===== config.mk =====
export PLATFORM = sky130hd
export DESIGN_NAME = mdv_select_ctrl_flat
export DESIGN_NICKNAME = d
export VERILOG_FILES = /design/src/rtl/mdv_select_ctrl_if.sv /design/src/rtl/mdv_select_ctrl.sv /design/src/flat_wrapper.sv
export SDC_FILE = /design/constraint.sdc
export NUM_CORES = 1
export LEC_CHECK = 0
export CAP_MARGIN = 25
export CORE_ASPECT_RATIO = 1.1
export CORE_MARGIN = 5
export CORE_UTILIZATION = 30
export DETAILED_ROUTE_END_ITERATION = 16
export PLACE_DENSITY_LB_ADDON = 0.25
export SYNTH_ARGS = -nofsm -noshare
export SYNTH_HDL_FRONTEND = slang
export SYNTH_SLANG_ARGS = --single-unit

===== constraint.sdc =====
create_clock -name clk -period 3 [get_ports clk]
set_clock_uncertainty 0.05 [all_clocks]
set_input_delay 0.6 -clock clk [delete_from_list [all_inputs] [get_ports clk]]
set_output_delay 0.6 -clock clk [all_outputs]
set_load 0.1 [all_outputs]

===== src/rtl/mdv_select_ctrl_if.sv =====
// CPU-side and drive-side signal bundle for the microdrive select controller.
// master drives the register strobes and per-drive inputs; slave is the controller.
interface mdv_select_ctrl_if #(
  parameter int NUM_DRIVES = 2
);
  logic                    ctrl_wr;
  logic [3:0]              ctrl_din;
  logic                    data_rd;
  logic [NUM_DRIVES-1:0]   gap_in;
  logic [NUM_DRIVES-1:0]   rx_ready_in;
  logic [8*NUM_DRIVES-1:0] dout_in;
  logic [NUM_DRIVES-1:0]   drv_sel;
  logic                    gap;
  logic                    gap_irq;
  logic                    rx_ready;
  logic [7:0]              rx_data;
  logic                    overrun;
  logic                    wr_en;
  logic                    erase;
  logic                    sel_conflict;

  modport master (
    output ctrl_wr, ctrl_din, data_rd, gap_in, rx_ready_in, dout_in,
    input  drv_sel, gap, gap_irq, rx_ready, rx_data, overrun, wr_en, erase, sel_conflict
  );

  modport slave (
    input  ctrl_wr, ctrl_din, data_rd, gap_in, rx_ready_in, dout_in,
    output drv_sel, gap, gap_irq, rx_ready, rx_data, overrun, wr_en, erase, sel_conflict
  );
endinterface


===== src/rtl/mdv_select_ctrl.sv =====
// Microdrive select decoder, per-drive signal mux and receive buffer between
// the ZX8302 microdrive registers and up to eight replay units.
module mdv_select_ctrl #(
  parameter int NUM_DRIVES = 2
) (
  input  logic             clk,
  input  logic             reset,
  mdv_select_ctrl_if.slave bus
);

  logic [7:0]              sr;
  logic                    sel_clk;
  logic                    wr_en_q;
  logic                    erase_q;
  logic [NUM_DRIVES-1:0]   drv_sel;
  logic                    sr_unused;

  logic [NUM_DRIVES-1:0]   gap_p1, gap_p2;
  logic [NUM_DRIVES-1:0]   rdy_p1, rdy_p2;
  logic [8*NUM_DRIVES-1:0] dout_p1;

  logic                    act_vld, prev_vld;
  logic [2:0]              act_idx, prev_idx;
  logic                    a_gap_p1, a_gap_p2, a_rdy_p1, a_rdy_p2;
  logic [7:0]              a_dout_p1;
  logic                    act_chg, gap_evt, byte_evt;

  logic                    gap_irq_q;
  logic                    rx_ready_q;
  logic                    overrun_q;
  logic [7:0]              rx_data_q;

  // Serial select protocol: data is shifted on a falling edge of the written clock bit
  always_ff @(posedge clk or posedge reset) begin
    if (reset) begin
      sr      <= '0;
      sel_clk <= 1'b0;
      wr_en_q <= 1'b0;
      erase_q <= 1'b0;
    end else if (bus.ctrl_wr) begin
      if (sel_clk && !bus.ctrl_din[1])
        sr <= {sr[6:0], bus.ctrl_din[0]};
      sel_clk <= bus.ctrl_din[1];
      wr_en_q <= bus.ctrl_din[2];
      erase_q <= bus.ctrl_din[3];
    end
  end

  assign drv_sel   = sr[NUM_DRIVES-1:0];
  assign sr_unused = sr[7];

  // Stage p1/p2: input sampling; histories reset high so a stale level is not an edge
  always_ff @(posedge clk or posedge reset) begin
    if (reset) begin
      gap_p1 <= '1;
      gap_p2 <= '1;
      rdy_p1 <= '1;
      rdy_p2 <= '1;
    end else begin
      gap_p1 <= bus.gap_in;
      gap_p2 <= gap_p1;
      rdy_p1 <= bus.rx_ready_in;
      rdy_p2 <= rdy_p1;
    end
  end

  always_ff @(posedge clk) begin
    dout_p1 <= bus.dout_in;
  end

  // Lowest selected index wins; descending loop leaves the lowest assignment last
  always_comb begin
    act_vld   = 1'b0;
    act_idx   = '0;
    a_gap_p1  = 1'b0;
    a_gap_p2  = 1'b0;
    a_rdy_p1  = 1'b0;
    a_rdy_p2  = 1'b0;
    a_dout_p1 = '0;
    for (int i = NUM_DRIVES - 1; i >= 0; i--) begin
      if (drv_sel[i]) begin
        act_vld   = 1'b1;
        act_idx   = 3'(i);
        a_gap_p1  = gap_p1[i];
        a_gap_p2  = gap_p2[i];
        a_rdy_p1  = rdy_p1[i];
        a_rdy_p2  = rdy_p2[i];
        a_dout_p1 = dout_p1[8*i +: 8];
      end
    end
  end

  assign act_chg  = (act_vld != prev_vld) || (act_vld && (act_idx != prev_idx));
  assign gap_evt  = act_vld && !act_chg && a_gap_p1 && !a_gap_p2;
  assign byte_evt = act_vld && !act_chg && !wr_en_q && a_rdy_p1 && !a_rdy_p2;

  // Stage p2 -> outputs: interrupt pulse and receive buffer
  always_ff @(posedge clk or posedge reset) begin
    if (reset) begin
      prev_vld   <= 1'b0;
      prev_idx   <= '0;
      gap_irq_q  <= 1'b0;
      rx_ready_q <= 1'b0;
      rx_data_q  <= 8'h00;
      overrun_q  <= 1'b0;
    end else begin
      prev_vld  <= act_vld;
      prev_idx  <= act_idx;
      gap_irq_q <= gap_evt;

      if (act_chg || wr_en_q || gap_evt)
        rx_ready_q <= 1'b0;
      else if (byte_evt)
        rx_ready_q <= 1'b1;
      else if (bus.data_rd)
        rx_ready_q <= 1'b0;

      if (byte_evt)
        rx_data_q <= a_dout_p1;

      if (bus.ctrl_wr)
        overrun_q <= 1'b0;
      else if (byte_evt && rx_ready_q && !bus.data_rd)
        overrun_q <= 1'b1;
    end
  end

  assign bus.drv_sel      = drv_sel;
  assign bus.gap          = act_vld ? a_gap_p1 : 1'b1;
  assign bus.gap_irq      = gap_irq_q;
  assign bus.rx_ready     = rx_ready_q;
  assign bus.rx_data      = rx_data_q;
  assign bus.overrun      = overrun_q;
  assign bus.wr_en        = wr_en_q;
  assign bus.erase        = erase_q;
  assign bus.sel_conflict = |(drv_sel & (drv_sel - NUM_DRIVES'(1)));

endmodule


===== src/flat_wrapper.sv =====
// flat-port wrapper written by rule: the top's interface ports become plain ports
module mdv_select_ctrl_flat 
#(
  parameter int NUM_DRIVES = 2
)
  (clk, reset, bus_ctrl_wr, bus_ctrl_din, bus_data_rd, bus_gap_in, bus_rx_ready_in, bus_dout_in, bus_drv_sel, bus_gap, bus_gap_irq, bus_rx_ready, bus_rx_data, bus_overrun, bus_wr_en, bus_erase, bus_sel_conflict);
  mdv_select_ctrl_if #(.NUM_DRIVES(NUM_DRIVES)) bus_i ();
  input  logic clk;
  input  logic reset;
  input wire logic [$bits(bus_i.ctrl_wr)-1:0] bus_ctrl_wr;
  input wire logic [$bits(bus_i.ctrl_din)-1:0] bus_ctrl_din;
  input wire logic [$bits(bus_i.data_rd)-1:0] bus_data_rd;
  input wire logic [$bits(bus_i.gap_in)-1:0] bus_gap_in;
  input wire logic [$bits(bus_i.rx_ready_in)-1:0] bus_rx_ready_in;
  input wire logic [$bits(bus_i.dout_in)-1:0] bus_dout_in;
  output wire logic [$bits(bus_i.drv_sel)-1:0] bus_drv_sel;
  output wire logic [$bits(bus_i.gap)-1:0] bus_gap;
  output wire logic [$bits(bus_i.gap_irq)-1:0] bus_gap_irq;
  output wire logic [$bits(bus_i.rx_ready)-1:0] bus_rx_ready;
  output wire logic [$bits(bus_i.rx_data)-1:0] bus_rx_data;
  output wire logic [$bits(bus_i.overrun)-1:0] bus_overrun;
  output wire logic [$bits(bus_i.wr_en)-1:0] bus_wr_en;
  output wire logic [$bits(bus_i.erase)-1:0] bus_erase;
  output wire logic [$bits(bus_i.sel_conflict)-1:0] bus_sel_conflict;
  assign bus_i.ctrl_wr = bus_ctrl_wr;
  assign bus_i.ctrl_din = bus_ctrl_din;
  assign bus_i.data_rd = bus_data_rd;
  assign bus_i.gap_in = bus_gap_in;
  assign bus_i.rx_ready_in = bus_rx_ready_in;
  assign bus_i.dout_in = bus_dout_in;
  assign bus_drv_sel = bus_i.drv_sel;
  assign bus_gap = bus_i.gap;
  assign bus_gap_irq = bus_i.gap_irq;
  assign bus_rx_ready = bus_i.rx_ready;
  assign bus_rx_data = bus_i.rx_data;
  assign bus_overrun = bus_i.overrun;
  assign bus_wr_en = bus_i.wr_en;
  assign bus_erase = bus_i.erase;
  assign bus_sel_conflict = bus_i.sel_conflict;
  mdv_select_ctrl #(.NUM_DRIVES(NUM_DRIVES)) u_core (.clk(clk), .reset(reset), .bus(bus_i));
endmodule

==> flow_summary.json, run 1 <==
{
  "yosys.area.top_type": "dfrtp_1",
  "synth_cells": 97,
  "io_buffers": 44,
  "synth.distinct_cells": 27,
  "dpl_cell_area_sq_um": 1910,
  "antenna_cells": 0,
  "grt_first_pass_wirelength_um": 4440,
  "drt_pass1_iterations": 4,
  "yosys_warnings": 0,
  "io_pins": 45,
  "worst_ep_arrival_time_ps": 1690,
  "period_needed_ps": 2340,
  "drive_above_1_share": 0.362,
  "ys_seq_elements": 42,
  "path_cells": "buf_4 > or2b_1 > nor2_1 > a21oi_2 > buf_12",
  "finalHoldViolCount": 0,
  "holdWs_ps": 320,
  "critPathLaunchType": "register",
  "root_buffer": "clkbuf_8",
  "tritoncts": "done",
  "area_growth_pct": 44.7,
  "fin_nets": 176,
  "rsz0062_at_grt": "no",
  "drt_iter0_markers": 23,
  "core_sq_um": 4620,
  "hp-class": "reg -> reg",
  "final-max-slew-violation-count": 0,
  "die_width_um": 75.6,
  "start_util": 0.307,
  "critPathSlowestCell": "dfrtp_1",
  "cp_max_fo": 13,
  "fmax_ghz": 0.427,
  "ant_nets": 0,
  "r2r_start": "u_core.sr[0]",
  "setup_violations": 0,
  "vdd_ir_drop_max_v": 0.000640,
  "worstPathBufferInverterCount": 2,
  "synth_area_sq_um": 1420,
  "final_cell_mix": "clkdlybuf4s50_1, buf_4, dfrtp_1",
  "ys_seq_area_frac": 0.691,
  "final_common_cell": "clkdlybuf4s50_1",
  "dieArea_sq_um": 6210,
  "max_cap_viol_count": 0,
  "rrSetupSlack_ps": 910,
  "clock_sinks": 42,
  "clockBufferDepth": 2,
  "drc": 0,
  "grt_max_degree": 27,
  "cts_buffers": 5,
  "cts.htree.levels": 2,
  "maxSlewHeadroom": 0.530,
  "groute.usage.overall": 0.0972,
  "grt_pass1_vias": 970,
  "cts_setup_buffers": 0,
  "routedWlPerCell_um": 13.7,
  "cts_resized": 0,
  "syn_nets": 125,
  "rows": 26,
  "antenna_found_initial": 0,
  "path_class": "reg -> out",
  "stdcell_area_sq_um": 2050,
  "critPathCaptureType": "output port",
  "hp-start": "u_core.rdy_p1[1]",
  "cp.required_ps": 2350,
  "crit_family": "flip-flops",
  "grt-ovfl-total": 0,
  "finalSetupTns_ps": 0,
  "synth_area_leaders": "dfrtp_1, dfxtp_1, dfstp_2, mux2_2, a22o_1",
  "drt-total-wl_um": 2800,
  "place.gp.congestion": 0.705,
  "clkLatencyLatePin_ps": 290,
  "die_h_um": 82.2,
  "synth_top_cell_area_share": 0.317,
  "clk_pin_slew_ps": 80,
  "synth_area_per_cell_sq_um": 14.6,
  "num_vias": 931,
  "outcome": "finished clean",
  "drt-vias-per-instance": 4.54,
  "cp_slowest_stage_delay_ps": 540,
  "cp-startpoint": "u_core.sr[0]",
  "power_density_nw_per_um2": 1020,
  "worst_slew_pin_slew_ps": 704,
  "postCtsHoldBufs": 0,
  "hpwlAfterDp_um": 2050,
  "fin_crit_sh": 0.780,
  "p_leak_nw": 0.888
}
[where the power goes]
group,leakage [nW],switching [W],internal (W)
Combinational,0.370,0.000610,0.000231
Sequential,0.446,0.0000744,0.000653
Clock,0.0714,0.000179,0.000355
Total,0.888,0.000864,0.00124
[cell families (layout without fill, tap and decap cells)]
logic type / after synthesis / in the layout / synth area share
flip-flops: 42 / 42 / 0.691
multiplexers: 12 / 12 / 0.0952
buffers and inverters: 7 / 59 / 0.0185
AO/OA/AOI/OAI: 17 / 17 / 0.110
AND/OR/NAND/NOR: 19 / 19 / 0.0855
[metrics by stage]
step | std cells | total power, W | utilization | setup slack, ps
finish | 205 | 0.00210 | 0.445 | 660
global route | 205 | 0.00219 | 0.445 | 539
CTS | 205 | 0.00213 | 0.445 | 638
detailed placement | 197 | 0.00158 | 0.414 | 852
global placement | 197 | 0.00158 | 0.414 | 926
floorplan | 97 | 0.00137 | - | 35.3
[flip-flops by register name, indices dropped and copies added, names as in the netlist]
signal,flops
u_core.rdy_p1,2
u_core.bus.wr_en,1
u_core.prev_vld,1
u_core.rdy_p2,2
u_core.prev_idx,1
u_core.bus.overrun,1
u_core.bus.rx_data,8
u_core.gap_p1,2
u_core.bus.gap_irq,1
u_core.bus.erase,1
u_core.dout_p1,16
u_core.gap_p2,2
u_core.bus.rx_ready,1
u_core.sr,2
u_core.sel_clk,1
[routing by layer]
metal	GRT usage	share of wire	vias to the layer above
met5	0	0	-
met4	0.0420	0.0089	0
met3	0.0436	0.096	4
met2	0.157	0.48	34
met1	0.110	0.41	447
li1	-	-	446
[worst paths after layout]
kind | depth (start not counted) | to
min reg2reg | 0 | u_core.rdy_p2[1]
max in group asynchronous | 3 | u_core.gap_p2[0]
min | 0 | u_core.rdy_p2[1]
max reg2reg | 3 | u_core.bus.rx_data[3]
min in group asynchronous | 3 | u_core.bus.rx_data[7]
max | 5 | bus_gap
[area by class of cell]
class                           instances  area [sq um]
Tap cell                               56          70.1
Multi-Input combinational cell         48           417
Fill cell                             426          2560
Clock buffer                            6          82.6
Inverter                                5          18.8
Clock inverter                          2          60.1
Sequential cell                        42           981
Timing Repair Buffer                   46           425
[Yosys cell counts]
| cell type | n |
|---|---|
| a2111oi_4 | 1 |
| a21oi_1 | 1 |
| a221oi_1 | 1 |
| a22o_1 | 8 |
| and2_1 | 1 |
| and2_2 | 1 |
| and3b_2 | 1 |
| clkbuf_1 | 2 |
| clkinv_1 | 1 |
| dfrtp_1 | 18 |
| dfstp_2 | 8 |
| dfxtp_1 | 16 |
| inv_1 | 4 |
| mux2_2 | 12 |
| nand2_1 | 3 |
| nand2b_1 | 3 |
| nand3_1 | 1 |
| nand3b_1 | 2 |
| nand4b_1 | 3 |
| nor2_1 | 2 |
| o21a_1 | 1 |
| o21ai_0 | 2 |
| o21ba_2 | 1 |
| o221a_2 | 1 |
| o22ai_1 | 1 |
| or2_2 | 1 |
| or2b_1 | 1 |
Power figures use the tool's default switching activity.
==> inputs of run 2 (changes only) <==
Clock period 3 ns to 1.92 ns, I/O delays scaled along.
==> run 2 against run 1 <==
Sequential power grew 62%. Worst setup slack lost 590 ps. Core utilization up 4.2 points. Cell count is 2.0% higher. Clock power grew 6.0%. Design area is 9.5% higher. Critical endpoint unchanged.
==> flow_summary.json, run 2 (synthesis results as in run 1) <==
{
  "outcome": "finished clean",
  "worstPathBufferInverterCount": 1,
  "cp_max_fo": 8,
  "cts_setup_buffers": 0,
  "crit_family": "flip-flops",
  "drt_pass1_iterations": 4,
  "num_vias": 964,
  "holdPathEnd": "u_core.rdy_p2[1]",
  "routedWlPerCell_um": 14.1,
  "start_util": 0.307,
  "final-max-slew-violation-count": 0,
  "vdd_ir_drop_max_v": 0.000979,
  "power_density_nw_per_um2": 1500,
  "cts.htree.levels": 2,
  "die_width_um": 75.6,
  "groute.usage.overall": 0.107,
  "worst_ep_arrival_time_ps": 1420,
  "ant_nets": 0,
  "drt_iter0_markers": 55,
  "io_pins": 45,
  "largest_reg_flops": 16,
  "antenna_found_initial": 0,
  "fmax_ghz": 0.540,
  "period_needed_ps": 1850,
  "rr_endpoint": "u_core.bus.rx_data[3]",
  "path_cells": "or2b_4 > nor2_4 > a21oi_4 > buf_12",
  "clk_pin_slew_ps": 70,
  "root_buffer": "clkbuf_8",
  "drc": 0,
  "fin_crit_sh": 0.965,
  "hp-class": "reg -> reg",
  "final_cell_mix": "clkdlybuf4s50_1, buf_12, dfxtp_1",
  "r2r_cells": 4,
  "postCtsHoldBufs": 0,
  "nFillCells": 418,
  "worst_slew_pin_slew_ps": 325,
  "fin_ws_ps": 66.9,
  "core_sq_um": 4620,
  "dieArea_sq_um": 6210,
  "tritoncts": "done",
  "multiInputGateArea_sq_um": 437,
  "cp_slowest_stage_delay_ps": 520,
  "clkLatencyLatePin_ps": 290,
  "hpwlAfterDp_um": 2260,
  "antenna_cells": 0,
  "cts_buffers": 5,
  "drt-total-wl_um": 2960,
  "cts_resized": 1,
  "grt-ovfl-total": 0,
  "r2r_start": "u_core.sr[0]",
  "rows": 26,
  "pre_cts_ws_ps": 80.1,
  "hp-start": "u_core.rdy_p1[1]",
  "grt_pass1_vias": 1055,
  "place.gp.congestion": 0.756,
  "io_buffers": 44,
  "cp.required_ps": 1490,
  "grt_max_degree": 27,
  "final_common_cell": "clkdlybuf4s50_1",
  "max_cap_viol_count": 0,
  "clock_sinks": 42,
  "final_util": 0.487,
  "p_leak_nw": 0.943,
  "path_class": "reg -> out",
  "maxSlewHeadroom": 0.784,
  "finalHoldViolCount": 0,
  "critPathLaunchType": "register",
  "grt_first_pass_wirelength_um": 4860,
  "top_register": "u_core.dout_p1",
  "area_growth_pct": 58.4,
  "drt-vias-per-instance": 4.61,
  "die_h_um": 82.2,
  "setup_violations": 0,
  "critPathCaptureType": "output port",
  "ff_latch_area_sq_um": 990,
  "critPathSlowestCell": "dfrtp_4",
  "clockBufferDepth": 2,
  "worst_hold_path.num_cells": 0,
  "rsz0062_at_grt": "no",
  "fin_nets": 180,
  "rrSetupSlack_ps": 70,
  "drive_above_1_share": 0.405
}
==> run 2: cell count changes in the layout (fill, tap and decap cells not counted), sizes merged <==
cell    change
buf         +4
bufinv      -2
clkbuf      +1
clkinv      +1
==> run 2: how the worst max path moves through the flow <==
stage,startpoint,end,cells after the start
2_1_floorplan,u_core.sr[1],u_core.bus.rx_data[0],3
3_3_place_gp,u_core.sr[0],u_core.bus.rx_data[1],4
3_5_place_dp,u_core.sr[0],u_core.bus.rx_data[4],4
4_1_cts,u_core.sr[0],bus_gap,4
5_1_grt,u_core.sr[0],u_core.bus.rx_data[6],4
6_report,u_core.sr[0],bus_gap,4
==> run 2: per-layer routing <==
layer	track usage	routed length (um)	vias up
met5	0	0	-
met4	0.0367	32	0
met3	0.0448	220	5
met2	0.177	1550	34
met1	0.124	1160	472
li1	-	-	453
==> run 2: stage by stage <==
| stage | total power, W | area (sq um) | instances | hold WS [ps] | TNS (ps) |
|---|---|---|---|---|---|
| after floorplan | 0.00217 | 1450 | 97 | 304 | -934 |
| after global placement | 0.00282 | 2150 | 201 | 313 | 0 |
| after detailed placement | 0.00282 | 2150 | 201 | 315 | 0 |
| after CTS | 0.00340 | 2240 | 209 | 326 | 0 |
| after global routing | 0.00351 | 2250 | 209 | 330 | 0 |
| final | 0.00337 | 2250 | 209 | 322 | 0 |
==> run 2: cell type report <==
class | count | area share
flip-flops and latches | 42 | 0.440
repair buffers | 50 | 0.286
multi-input cells | 48 | 0.194
clock buffers | 7 | 0.0384
well taps | 56 | 0.0311
inverters | 5 | 0.00834
clock inverters | 1 | 0.00222
==> run 2: report_power, final <==
group	internal [W]	leakage [nW]	switching, W
Combinational	0.000640	0.451	0.000985
Sequential	0.00103	0.443	0.000154
Clock	0.000290	0.0482	0.000276
Total	0.00196	0.943	0.00141
==> inputs of run 3 (changes only) <==
Settings changed: GPL_TIMING_DRIVEN from default to 0, TNS_END_PERCENT from default to 20.
==> run 3 against run 2 <==
The flow now finishes with violations (negative setup slack). Register-to-register slack got worse by 130 ps. Wire length increased by 4.1%. Clock-buffer cell count decreased by 2. Non-clock buffer count increased by 3. Largest power group unchanged. Highest routed layer unchanged. Worst setup slack got worse by 150 ps. Die area unchanged. Global-route usage decreased by 0.17 points. Core utilization decreased by 0.73 points.
==> flow_summary.json, run 3 (synthesis results as in run 1) <==
{
  "clockBufferDepth": 2,
  "top_register": "u_core.dout_p1",
  "grt_pass1_vias": 1043,
  "ant_nets": 0,
  "grt_max_degree": 27,
  "worst_slew_pin_slew_ps": 562,
  "cp.required_ps": 1490,
  "clk_pin_slew_ps": 80,
  "fmax_ghz": 0.500,
  "drt-total-wl_um": 3080,
  "antenna_cells": 0,
  "groute.usage.overall": 0.105,
  "hpwlAfterDp_um": 2170,
  "grt-ovfl-total": 0,
  "drt_iter0_markers": 43,
  "io_buffers": 44,
  "critPathLaunchType": "register",
  "drt-vias-per-instance": 4.44,
  "max_cap_viol_count": 0,
  "final-max-slew-violation-count": 0,
  "clkLatencyLatePin_ps": 290,
  "fin_nets": 183,
  "nFillCells": 410,
  "violations": "negative setup slack",
  "fin_crit_sh": 1.04,
  "multiInputGateArea_sq_um": 440,
  "ff_latch_area_sq_um": 990,
  "place.gp.congestion": 0.742,
  "busiest_layer": "met2",
  "final_common_cell": "clkdlybuf4s50_1",
  "worst_ep_arrival_time_ps": 1570,
  "period_needed_ps": 2000,
  "rrSetupSlack_ps": -60,
  "hp-class": "in -> async",
  "die_h_um": 82.2,
  "vdd_ir_drop_max_v": 0.000822,
  "start_util": 0.307,
  "antenna_found_initial": 0,
  "setup_violations": 9,
  "clock_sinks": 42,
  "drive_above_1_share": 0.423,
  "largest_reg_flops": 16,
  "critPathCaptureType": "output port",
  "grt_first_pass_wirelength_um": 4820,
  "met1_usage": 0.117,
  "final_util": 0.480,
  "fin_ws_ps": -80.6,
  "root_buffer": "clkbuf_8",
  "area_growth_pct": 56.0,
  "core_sq_um": 4620,
  "cts.htree.levels": 2,
  "finalNonFillerCells": 212,
  "dpl.cell_count": 197,
  "num_vias": 942,
  "outcome": "finished, violations left",
  "rsz0062_at_grt": "yes",
  "routedWlPerCell_um": 14.5,
  "p_leak_nw": 0.921,
  "dpl_cell_area_sq_um": 1960,
  "tritoncts": "done",
  "dieArea_sq_um": 6210,
  "use_met2": 0.175,
  "drc": 0,
  "met3_usage": 0.0460,
  "drt_pass1_iterations": 4,
  "cp_max_fo": 7,
  "io_pins": 45,
  "power_w": 0.00328,
  "cts_buffers": 5,
  "holdWs_ps": 234,
  "rows": 26,
  "power_density_nw_per_um2": 1480,
  "path_class": "reg -> out",
  "postCtsHoldBufs": 0,
  "finalHoldViolCount": 0,
  "maxSlewHeadroom": 0.627,
  "stdcell_area_sq_um": 2220,
  "final_cell_mix": "clkdlybuf4s50_1, dfxtp_1, dfrtp_1",
  "die_width_um": 75.6
}
==> run 3: critical path, cell delays in order, from the launching register on <==
cell and delay (ps):
dfrtp_4 490, clkbuf_16 160, or2b_4 280, nor2_4 130, a21oi_4 50, buf_12 160
==> run 3: layout make-up <==
| cell class | instances | area share |
|---|---|---|
| plain buffers | 2 | 0.0226 |
| inverters | 5 | 0.00847 |
| multi-input cells | 48 | 0.199 |
| clock inverters | 3 | 0.0203 |
| clock buffers | 5 | 0.0311 |
| well taps | 56 | 0.0316 |
| repair buffers | 51 | 0.241 |
| flip-flops and latches | 42 | 0.447 |
==> run 3: per-stage QoR <==
stage	setup WS [ps]	setup TNS, ps
6_report	-80.6	-519
3_3_place_gp	-721	-3110
3_5_place_dp	-719	-3460
4_1_cts	-235	-2040
2_1_floorplan	-105	-934
5_1_grt	-141	-1170
==> run 3: path summary, 6_finish.rpt <==
kind	end	depth (start not counted)	startpoint
worst max register to register	u_core.bus.rx_data[0]	5	u_core.sr[0]
worst min register to register	u_core.rdy_p2[1]	0	u_core.rdy_p1[1]
worst max-delay path	bus_gap	5	u_core.sr[0]
max in group asynchronous	u_core.gap_p2[0]	3	reset
worst min-delay path	u_core.bus.rx_data[4]	2	reset
min in group clk	u_core.rdy_p2[1]	0	u_core.rdy_p1[1]
==> run 3: per-layer routing <==
layer | vias to the layer above | routed length (um)
li1 | 459 | -
met1 | 443 | 1230
met2 | 34 | 1540
met3 | 6 | 245
met4 | 0 | 54
met5 | - | 0
==> run 3: where the power goes <==
part	internal [W]	switching, W
sequential	0.00103	0.000105
clock	0.000386	0.000294
combinational	0.000465	0.000997
==> run 3: repair_timing <==
| item | 4_1_cts | 5_1_grt |
|---|---|---|
| cloned | 0 | 0 |
| pin swaps | 0 | 2 |
| resized for setup | 59 | 12 |
| setup buffers | 0 | 6 |
| setup endpoints to repair | 25 | 17 |
